## src/rtl/locked_tap_counter.sv

```systemverilog
// Free-running counter gated by a qualified PLL lock, with per-channel LED taps
// that either follow a selected counter bit (level) or pulse on its rising edge (strobe).
module locked_tap_counter #(
    parameter int WIDTH       = 32,
    parameter int CHANNELS    = 2,
    parameter int QUAL_CYCLES = 1024
) (
    input  logic                                 CLK,
    input  logic                                 BTN_USR,
    input  logic                                 PLL_LOCK,
    input  logic                                 CLR,
    input  logic [CHANNELS*$clog2(WIDTH)-1:0]    TAP_SEL,
    input  logic [CHANNELS-1:0]                  MODE,
    output logic [CHANNELS-1:0]                  LED,
    output logic                                 RUNNING,
    output logic [WIDTH-1:0]                     COUNT
);

    localparam int TAPW = $clog2(WIDTH);
    localparam int QW   = (QUAL_CYCLES > 1) ? $clog2(QUAL_CYCLES) : 1;
    localparam logic [QW-1:0]   QUAL_LAST = QW'(QUAL_CYCLES - 1);
    // One extra bit so tap indices past WIDTH (non-power-of-two widths) are detectable
    localparam logic [TAPW:0]   WIDTH_LIM = (TAPW + 1)'(WIDTH);

    typedef enum logic [1:0] {
        IDLE,
        QUAL,
        RUN
    } state_t;

    state_t            state_reg, state_next;
    logic              sync1_reg, lock_s_reg;
    logic [QW-1:0]     qual_cnt_reg, qual_cnt_next;
    logic [WIDTH-1:0]  count_reg, count_next;
    logic              running_reg;
    logic              run_next;

    always_ff @(posedge CLK or negedge BTN_USR) begin
        if (!BTN_USR) begin
            sync1_reg  <= 1'b0;
            lock_s_reg <= 1'b0;
        end else begin
            sync1_reg  <= PLL_LOCK;
            lock_s_reg <= sync1_reg;
        end
    end

    always_ff @(posedge CLK or negedge BTN_USR) begin
        if (!BTN_USR) begin
            state_reg    <= IDLE;
            qual_cnt_reg <= '0;
            count_reg    <= '0;
            running_reg  <= 1'b0;
        end else begin
            state_reg    <= state_next;
            qual_cnt_reg <= qual_cnt_next;
            count_reg    <= count_next;
            running_reg  <= run_next;
        end
    end

    always_comb begin
        state_next    = state_reg;
        qual_cnt_next = qual_cnt_reg;
        count_next    = '0;
        case (state_reg)
            IDLE: begin
                if (lock_s_reg) begin
                    state_next    = QUAL;
                    qual_cnt_next = '0;
                end
            end
            QUAL: begin
                if (!lock_s_reg) begin
                    state_next = IDLE;
                end else if (qual_cnt_reg == QUAL_LAST) begin
                    state_next = RUN;
                end else begin
                    qual_cnt_next = qual_cnt_reg + QW'(1);
                end
            end
            RUN: begin
                if (!lock_s_reg) begin
                    state_next = IDLE;
                end else begin
                    count_next = count_reg + WIDTH'(1);
                end
            end
            default: state_next = IDLE;
        endcase
        // Clear overrides increment but leaves the FSM alone
        if (CLR) begin
            count_next = '0;
        end
    end

    assign run_next = (state_next == RUN);
    assign RUNNING  = running_reg;
    assign COUNT    = count_reg;

    for (genvar gi = 0; gi < CHANNELS; gi++) begin : g_ch
        logic [TAPW-1:0] sel;
        logic [TAPW-1:0] sel_reg;
        logic            tap;
        logic            prev_reg;
        logic            led_reg;

        assign sel = TAP_SEL[gi*TAPW +: TAPW];
        assign tap = ({1'b0, sel} < WIDTH_LIM) ? count_reg[sel] : 1'b0;

        // A tap move reloads the previous sample silently, so no false strobe
        always_ff @(posedge CLK or negedge BTN_USR) begin
            if (!BTN_USR) begin
                sel_reg  <= '0;
                prev_reg <= 1'b0;
                led_reg  <= 1'b0;
            end else begin
                sel_reg <= sel;
                if (run_next) begin
                    prev_reg <= tap;
                    led_reg  <= MODE[gi] ? (tap & ~prev_reg & (sel == sel_reg)) : tap;
                end else begin
                    prev_reg <= 1'b0;
                    led_reg  <= 1'b0;
                end
            end
        end

        assign LED[gi] = led_reg;
    end

endmodule

```

## config.mk

```make
export PLATFORM = sky130hd
export DESIGN_NAME = locked_tap_counter
export DESIGN_NICKNAME = d
export VERILOG_FILES = /design/src/rtl/locked_tap_counter.sv
export SDC_FILE = /design/constraint.sdc
export NUM_CORES = 1
export LEC_CHECK = 0
export BUFFER_PORTS_ARGS = -buffer_cell sky130_fd_sc_hd__buf_2
export CORE_MARGIN = 1
export CORE_UTILIZATION = 50
export DETAILED_ROUTE_END_ITERATION = 10
export PLACE_DENSITY_LB_ADDON = 0.05
export SYNTH_ARGS = -nofsm -noshare
export SYNTH_HDL_FRONTEND = slang
export SYNTH_SLANG_ARGS = --single-unit
```

## constraint.sdc

```tcl
create_clock -name CLK -period 2.6 [get_ports CLK]
set_input_delay 0.52 -clock CLK [delete_from_list [all_inputs] [get_ports CLK]]
set_output_delay 0.52 -clock CLK [all_outputs]
set_load 0.01 [all_outputs]
```

==> flow_summary.json, run 1 <==
{
  "status": "completed",
  "setup_viol": 0,
  "grt.overflow.total": 0,
  "rr_endpoint": "COUNT[25]$_DFF_PN0_",
  "pwr-share-clk_pct": 41.8,
  "syn_area_mm2": 0.00347,
  "synth.most_common_cell": "dfrtp_1",
  "post_dp_cell_area_mm2": 0.00372,
  "seqPwrFrac_pct": 51.1,
  "synth.avg_cell_area_um2": 10.3,
  "clock.fmax_ghz": 0.524,
  "r2r-start": "COUNT[2]$_DFF_PN0_",
  "synth_edf_count": 0,
  "synthToLayoutAreaGrowth_pct": 12.6,
  "clk_latency_ns": 0.34,
  "slew_violations": 0,
  "cp_slowest_stage_delay_ns": 0.60,
  "synthArstFlopShare_pct": 100,
  "grt_util_met3_pct": 4.77,
  "path_class": "flop to flop",
  "critPathMaxFanout": 11,
  "worstSetupEndpointType": "flop",
  "ys_ff_latch": 61,
  "min_period_ns": 1.91,
  "dr.first_iter.drc_count": 130,
  "drive_above_1_share_pct": 19.0,
  "synthDistinctLibCells": 42,
  "ys_top_cells_by_area": "dfrtp_1 (44%), xor2_1 (8.1%), mux2i_1 (7.2%)",
  "utilization_pct": 59.8,
  "io-pin-count": 51,
  "largest_reg_flops": 32,
  "power_mw": 1.93,
  "fin_worst_hold_slack_ns": 0.223,
  "postCtsHoldBufs": 0,
  "routed_wl_um": 8200,
  "drtAntennaViolNets": 0,
  "dr.pass1.iters": 4,
  "reg2regPathDepth": 5,
  "die_h_um": 85.3,
  "clockBufferDepth": 2,
  "cts_resized": 0,
  "use_met2_pct": 37.5,
  "synth_top_area_share_pct": 44.0,
  "port_buffers": 50,
  "switching_power_uw": 445,
  "seq_area_mm2": 0.00153,
  "die_width_um": 85.3,
  "yosys_warnings": 0,
  "rsz0062_at_grt": "false",
  "core_mm2": 0.00653,
  "drc": 0,
  "arrival_ns": 2.13,
  "vias": 2739,
  "grt_busiest_layer": "met2",
  "num_antenna_cells": 0,
  "post_cts_buffers": 0,
  "grt_pass1_wl_um": 13700,
  "peakVddDrop_mv": 0.247,
  "gp_congestion": 0.821,
  "ff2ff_setup_slack_ns": 0.69,
  "grt_pass1_vias": 2612,
  "start_kind": "flop",
  "root_buffer": "clkbuf_8",
  "dp_hpwl_um": 5670,
  "synthFlopType": "dfrtp_1",
  "cts_tree": "done",
  "fin_tns_setup_ns": 0,
  "syn-num-nets": 354,
  "yosys.area.top_type": "dfrtp_1",
  "use_met1_pct": 35.3,
  "grtUsageTotal_pct": 24.7,
  "hold_viol": 0,
  "cts_inserted_buffers": 9,
  "vias_per_cell": 5.93,
  "power_leakage_nw": 1.81,
  "relSlewSlack_pct": 40.3,
  "cap_viol_max_count": 0,
  "tightestPinTransition_ns": 0.894,
  "h-tree-depth": 3,
  "crit_slowest_cell": "nor4_4",
  "grt_start_max_net_pins": 33,
  "die_area_mm2": 0.00727,
  "switching_share_pct": 23.1,
  "power_density_mw_per_mm2": 494,
  "required_ns": 2.82,
  "antenna_found_initial": 0,
  "synth_commonest_cells": "dfrtp_1 (61), nor2_1 (42), xor2_1 (32)",
  "start_util_pct": 53.1,
  "num_rows": 29,
  "clock_sinks": 61,
  "synth_cells": 336,
  "p_comb_share_pct": 7.1,
  "fin_crit_sh_pct": 73.4,
  "stdcell_area_mm2": 0.00390,
  "hp-class": "input pin to asynchronous set/reset pin",
  "fin_worst_skew_ns": 0.00921,
  "wire_per_inst_um": 17.8,
  "fillCellCount": 558,
  "ys_seq_area_share_pct": 44.0,
  "cts.clk_slew.worst_paths_ns": 0.07,
  "internal-power_mw": 1.48,
  "nets": 400,
  "multi_input_area_mm2": 0.00180,
  "path_cells": "nand3_1 -> nor4_4 -> nand4_1 -> xor2_1 -> nor2_1"
}
## how the worst max path moves through the flow
stage / start / slack [ns] / cells past startpoint / endpoint
global placement: TAP_SEL[2] / 0.67 / 6 / g_ch[0].led_reg$_DFF_PN0_
CTS: COUNT[2]$_DFF_PN0_ / 0.68 / 5 / COUNT[25]$_DFF_PN0_
finish: COUNT[2]$_DFF_PN0_ / 0.69 / 5 / COUNT[25]$_DFF_PN0_
global route: COUNT[2]$_DFF_PN0_ / 0.49 / 5 / COUNT[23]$_DFF_PN0_
floorplan: qual_cnt_reg[0]$_DFFE_PN0P_ / 0.96 / 6 / qual_cnt_reg[0]$_DFFE_PN0P_
detailed placement: TAP_SEL[2] / 0.62 / 6 / g_ch[0].led_reg$_DFF_PN0_
## metrics by stage
stage	setup slack [ns]	cells
final	0.693	462
after global routing	0.494	462
after CTS	0.684	462
after detailed placement	0.621	448
after global placement	0.671	448
after floorplan	0.955	336
## critical path: cells and delay by family, from the launching register on
kind / cells / cell delay [ns]
AND/OR/NAND/NOR: 4 / 1.08
flip-flops: 1 / 0.53
XOR/XNOR: 1 / 0.17
## placed cells by master, fill, tap and decap left out, drive strengths merged, types with 11 or more instances in the layout
cell type / netlist / layout
xor2: 32 / 32
xnor2: 13 / 13
dfrtp: 61 / 61
nand4: 19 / 19
nor2: 42 / 42
clkbuf: 7 / 12
nand2: 15 / 15
a21oi: 11 / 11
buf: 11 / 53
mux2i: 25 / 25
nand3: 12 / 12
## routing by layer
metal	up-vias	part of all wire, %
met1	1365	50
met3	13	3.5
li1	1296	-
met5	-	0
met2	65	45
met4	0	1.6
## kinds of logic after synthesis
group,after synthesis,share of synthesized area [%]
and+or+nand+nor,133,21.9
DFF,61,44.0
xor gates and xnor gates,45,11.4
AOI/OAI and AO/OA,44,9.67
muxes,28,8.19
buffers and inverters,23,4.15
adders and majority gates,2,0.722
## layout make-up
class | count | share of cell area (%)
Tap cell | 77 | 2.47
Inverter | 5 | 0.481
Multi-Input combinational cell | 252 | 46.0
Clock buffer | 12 | 3.72
Clock inverter | 2 | 0.897
Sequential cell | 61 | 39.1
Timing Repair Buffer | 53 | 7.31
## power groups by stage
stage	Clock, mW	Sequential (mW)	Combinational [mW]
final	0.805	0.984	0.138
after global routing	0.864	0.986	0.155
after CTS	0.823	0.983	0.139
after detailed placement	0	1.00	0.139
after global placement	0	1.00	0.137
after floorplan	0	0.995	0.0906
No activity file was read; power rests on OpenSTA's default activity.
==> run 2: changes to the inputs <==
--- a/config.mk
+++ b/config.mk
@@ -5,6 +5,7 @@
 export SDC_FILE = /design/constraint.sdc
 export NUM_CORES = 1
 export LEC_CHECK = 0
+export ABC_AREA = 1
 export BUFFER_PORTS_ARGS = -buffer_cell sky130_fd_sc_hd__buf_2
 export CORE_MARGIN = 1
 export CORE_UTILIZATION = 50
==> constraint.sdc (replaced) <==
create_clock -name CLK -period 1.67 [get_ports CLK]
set_input_delay 0.334 -clock CLK [delete_from_list [all_inputs] [get_ports CLK]]
set_output_delay 0.334 -clock CLK [all_outputs]
set_load 0.01 [all_outputs]
==> run 2 against run 1 <==
Against the previous run: cell count grew 50%; final area up 16%; sequential power is 54% higher; sequential share of layout area shrank 5.3 points.
==> flow_summary.json, run 2 <==
{
  "status": "completed",
  "path_cells": "buf_4 -> nand3_4 -> nor3_4 -> nand2_2 -> nor2_4 -> nand3_2 -> nor2_1 -> a21oi_1",
  "drc": 0,
  "gp_congestion": 0.847,
  "power_leakage_nw": 2.26,
  "cp_top_family": "simple AND/OR/NAND/NOR gates",
  "power_density_mw_per_mm2": 763,
  "io-pin-count": 51,
  "core_mm2": 0.00694,
  "relSlewSlack_pct": 68.6,
  "path_class": "flop to flop",
  "hold_viol": 0,
  "grt_pass1_wl_um": 16000,
  "start_kind": "flop",
  "rsz0062_at_grt": "true",
  "fin_tns_setup_ns": 0,
  "die_area_mm2": 0.00771,
  "slew_violations": 0,
  "tightestPinTransition_ns": 0.467,
  "drive_above_1_share_pct": 20.7,
  "synth.most_common_cell": "nand2_1",
  "fin_worst_skew_ns": 0.0126,
  "synthToLayoutAreaGrowth_pct": 23.0,
  "grtUsageTotal_pct": 27.1,
  "dp_cells": 673,
  "cap_viol_max_count": 0,
  "dr.first_iter.drc_count": 258,
  "clk_latency_ns": 0.35,
  "reg2regPathDepth": 8,
  "dp_hpwl_um": 6960,
  "hold_depth": 1,
  "setup_viol": 0,
  "die_h_um": 87.8,
  "clock_sinks": 61,
  "final_cell_count_no_fill": 695,
  "clock.fmax_ghz": 0.600,
  "synth.avg_cell_area_um2": 7.04,
  "cts.clk_slew.worst_paths_ns": 0.08,
  "final_cell_mix": "nand2_1 (134), nand3_1 (84), inv_1 (69), dfrtp_1 (59), buf_2 (50)",
  "synth_edf_count": 0,
  "ys_top_cells_by_area": "dfrtp_1 (41%), nand2_1 (14%), nand3_1 (12%)",
  "synthArstFlopShare_pct": 100,
  "synth_top_area_share_pct": 41.4,
  "num_antenna_cells": 0,
  "peakVddDrop_mv": 0.430,
  "utilization_pct": 65.2,
  "grt_start_max_net_pins": 62,
  "syn_area_mm2": 0.00368,
  "die_width_um": 87.8,
  "drtAntennaViolNets": 0,
  "hp-class": "input pin to flop",
  "num_rows": 30,
  "clockBufferDepth": 2,
  "required_ns": 1.90,
  "antenna_found_initial": 0,
  "vias_per_cell": 5.42,
  "crit_slowest_cell": "dfrtp_1",
  "largest_reg_flops": 32,
  "port_buffers": 50,
  "grt_pass1_vias": 3432,
  "cp_slowest_stage_delay_ns": 0.36,
  "ys_ff_latch": 61,
  "fin_crit_sh_pct": 99.8,
  "nets": 612,
  "synthFlopType": "dfrtp_1",
  "syn-num-nets": 541,
  "worst-path-stages": 8,
  "vias": 3769,
  "yosys.area.top_type": "dfrtp_1",
  "cts_inserted_buffers": 9,
  "power_mw": 3.46,
  "h-tree-depth": 3,
  "root_buffer": "clkbuf_8",
  "arrival_ns": 1.90,
  "synth_cells": 523,
  "cts_tree": "done",
  "critPathMaxFanout": 5,
  "start_util_pct": 53.0,
  "layout_commonest_cell": "nand2_1",
  "min_period_ns": 1.67,
  "routed_wl_um": 9880,
  "worstSetupEndpointType": "flop",
  "wire_per_inst_um": 14.2,
  "yosys_warnings": 0,
  "synthDistinctLibCells": 36,
  "ys_seq_area_share_pct": 41.4,
  "cp_num_buf_inv": 1,
  "synth_commonest_cells": "nand2_1 (135), nand3_1 (86), inv_1 (70)",
  "dr.pass1.iters": 5,
  "grt.overflow.total": 0
}
-- run 2: final timing paths --
path                                startpoint                   end  slack [ns]
setup / recovery            COUNT[0]$_DFF_PN0_   COUNT[31]$_DFF_PN0_       0.003
min in group asynchronous              BTN_USR   COUNT[23]$_DFF_PN0_        0.52
max in group asynchronous              BTN_USR    COUNT[2]$_DFF_PN0_        0.86
setup reg to reg            COUNT[0]$_DFF_PN0_   COUNT[31]$_DFF_PN0_       0.003
hold / removal                        PLL_LOCK   sync1_reg$_DFF_PN0_        0.09
hold reg to reg            sync1_reg$_DFF_PN0_  lock_s_reg$_DFF_PN0_        0.35
-- run 2: report_power, final --
| group | switching, mW | internal, mW | leakage, nW |
|---|---|---|---|
| sequential | 0.0190 | 1.50 | 0.817 |
| clock | 0.647 | 0.998 | 0.120 |
| combinational | 0.180 | 0.114 | 1.32 |
| total | 0.845 | 2.61 | 2.26 |
-- run 2: area by class of cell --
class                           instances  area (um^2)
Tap cell                               96          120
Inverter                               72          273
Sequential cell                        61         1530
Clock buffer                            9          124
Timing Repair Buffer                   74          470
Fill cell                             631         2410
Multi-Input combinational cell        376         1890
Clock inverter                          7          124
-- run 2: cells by family after synthesis --
family	Yosys count	share of synthesized area (%)
and+or+nand+nor	308	38.6
xor gates and xnor gates	2	0.476
DFF	61	41.4
adders and majority gates	2	0.679
AOI/OAI and AO/OA	64	9.44
buffers and inverters	86	9.34
-- run 2: stage by stage --
step	hold slack [ns]	setup slack, ns	area, um^2
3_3_place_gp	0.334	0.0873	4150
5_1_grt	0.0839	-0.0689	4530
3_5_place_dp	0.343	0.0434	4150
6_report	0.0853	0.00335	4530
4_1_cts	0.0865	0.0302	4410
2_1_floorplan	0.0384	0.0488	3680
-- run 2: metal layers --
metal	global-route usage (%)	up-vias	wire, um
met5	0	-	0
met4	10.4	0	179
met3	4.15	22	513
met2	44.7	127	4790
met1	35.9	1767	4400
li1	-	1853	-
-- run 2: timing repair --
action | in CTS | in global routing
resized for setup | 0 | 22
endpoints found under the setup margin | 0 | 29
buffers inserted | 0 | 5
hold buffers | 1 | 0
hold endpoints to repair | 6 | 0
==> run 3: changes to the inputs <==
--- a/config.mk
+++ b/config.mk
@@ -10,6 +10,7 @@
 export CORE_MARGIN = 1
 export CORE_UTILIZATION = 50
 export DETAILED_ROUTE_END_ITERATION = 10
+export MAX_ROUTING_LAYER = met4
 export PLACE_DENSITY_LB_ADDON = 0.05
 export SYNTH_ARGS = -nofsm -noshare
 export SYNTH_HDL_FRONTEND = slang
==> run 3 against run 2 <==
Against the previous run: die area stayed put; flip-flop and latch count unchanged; critical endpoint unchanged; wire length about the same; register-to-register slack hardly changed; worst setup slack lost 0.00085 ns; global-route usage is 0.93 points higher.
==> flow_summary.json, run 3 (synthesis results as in run 2) <==
{
  "status": "completed",
  "dp_cells": 673,
  "drtAntennaViolNets": 0,
  "layout_commonest_cell": "nand2_1",
  "grt.overflow.total": 0,
  "slew_violations": 0,
  "grt_start_max_net_pins": 62,
  "post_dp_cell_area_mm2": 0.00415,
  "grt_pass1_wl_um": 16000,
  "critPathMaxFanout": 5,
  "routed_wl_um": 9880,
  "drive_above_1_share_pct": 20.7,
  "dr.pass1.iters": 6,
  "clk_latency_ns": 0.35,
  "num_antenna_cells": 0,
  "die_width_um": 87.8,
  "required_ns": 1.90,
  "hp-class": "input pin to flop",
  "io-pin-count": 51,
  "largest_reg_flops": 32,
  "hold_viol": 0,
  "cts_tree": "done",
  "dp_hpwl_um": 6960,
  "min_period_ns": 1.67,
  "root_buffer": "clkbuf_8",
  "die_h_um": 87.8,
  "tightestPinTransition_ns": 0.446,
  "synthToLayoutAreaGrowth_pct": 23.0,
  "wire_per_inst_um": 14.2,
  "arrival_ns": 1.90,
  "drc": 0,
  "fin_worst_skew_ns": 0.0130,
  "cts.clk_slew.worst_paths_ns": 0.08,
  "fin_tns_setup_ns": 0,
  "grt_pass1_vias": 3423,
  "start_util_pct": 53.0,
  "worstSetupEndpointType": "flop",
  "num_rows": 30,
  "power_leakage_nw": 2.26,
  "rsz0062_at_grt": "true",
  "vias": 3780,
  "nets": 612,
  "clock_sinks": 61,
  "dr.first_iter.drc_count": 281,
  "clockBufferDepth": 2,
  "final_cell_mix": "nand2_1 (134), nand3_1 (84), inv_1 (69), dfrtp_1 (59), buf_2 (50)",
  "vias_per_cell": 5.44,
  "peakVddDrop_mv": 0.430,
  "final_cell_count_no_fill": 695,
  "setup_viol": 0,
  "grtUsageTotal_pct": 28.0,
  "h-tree-depth": 3,
  "cts_inserted_buffers": 9,
  "fin_crit_sh_pct": 99.9,
  "cap_viol_max_count": 0,
  "fin_worst_hold_slack_ns": 0.0847,
  "relSlewSlack_pct": 70.1,
  "core_mm2": 0.00694,
  "clock.fmax_ghz": 0.600,
  "die_area_mm2": 0.00771,
  "port_buffers": 50,
  "antenna_found_initial": 0,
  "stdcell_area_mm2": 0.00453,
  "power_density_mw_per_mm2": 763,
  "path_class": "flop to flop",
  "gp_congestion": 0.861,
  "start_kind": "flop",
  "power_mw": 3.46
}
[run 3: cell counts in the layout (fill, tap and decap cells not counted)]
No cell type changed its count.
[run 3: layer usage]
layer | up-vias | GRT usage (%) | routed length [um]
met5 | - | - | 0
met4 | 0 | 9.09 | 161
met3 | 18 | 5.28 | 555
met2 | 138 | 44.6 | 4800
met1 | 1767 | 36.0 | 4360
li1 | 1857 | - | -
[run 3: cell type report]
| cell class | instances | area (um^2) |
|---|---|---|
| Sequential cell | 61 | 1530 |
| Multi-Input combinational cell | 376 | 1890 |
| Clock inverter | 7 | 124 |
| Fill cell | 631 | 2410 |
| Clock buffer | 9 | 124 |
| Timing Repair Buffer | 74 | 470 |
| Tap cell | 96 | 120 |
| Inverter | 72 | 273 |
[run 3: timing repair]
item | CTS | global route
endpoints found under the setup margin | 0 | 29
hold endpoints to repair | 6 | 0
hold buffers | 1 | 0
gates resized for setup | 0 | 22
setup buffers | 0 | 5
[run 3: critical path: stages, from the launching register on]
cell     delay, ns
dfrtp_1       0.36
buf_4         0.15
nand3_4       0.10
nor3_4        0.26
nand2_2       0.15
nor2_4        0.22
nand3_2       0.12
nor2_1        0.12
a21oi_1       0.07
[run 3: worst paths after layout]
| check | depth (start not counted) | start | slack [ns] | end |
|---|---|---|---|---|
| max in group asynchronous | 3 | BTN_USR | 0.87 | COUNT[2]$_DFF_PN0_ |
| min | 1 | PLL_LOCK | 0.08 | sync1_reg$_DFF_PN0_ |
| min in group asynchronous | 3 | BTN_USR | 0.51 | COUNT[25]$_DFF_PN0_ |
| min reg2reg | 0 | sync1_reg$_DFF_PN0_ | 0.35 | lock_s_reg$_DFF_PN0_ |
| max reg2reg | 8 | COUNT[0]$_DFF_PN0_ | 0.003 | COUNT[31]$_DFF_PN0_ |
| max | 8 | COUNT[0]$_DFF_PN0_ | 0.003 | COUNT[31]$_DFF_PN0_ |
[run 3: power by group]
part           total (mW)  switching, mW  internal [mW]  leakage [nW]
logic               0.293          0.180          0.114          1.32
registers            1.52         0.0189           1.50         0.817
clock network        1.64          0.646          0.998         0.120
[run 3: per-stage QoR]
| step | setup WS (ns) | utilization (%) |
|---|---|---|
| 6_report | 0.00250 | 65.2 |
| 3_3_place_gp | 0.0873 | 59.8 |
| 3_5_place_dp | 0.0434 | 59.8 |
| 2_1_floorplan | 0.0488 | - |
| 5_1_grt | -0.0691 | 65.2 |
| 4_1_cts | 0.0302 | 63.5 |
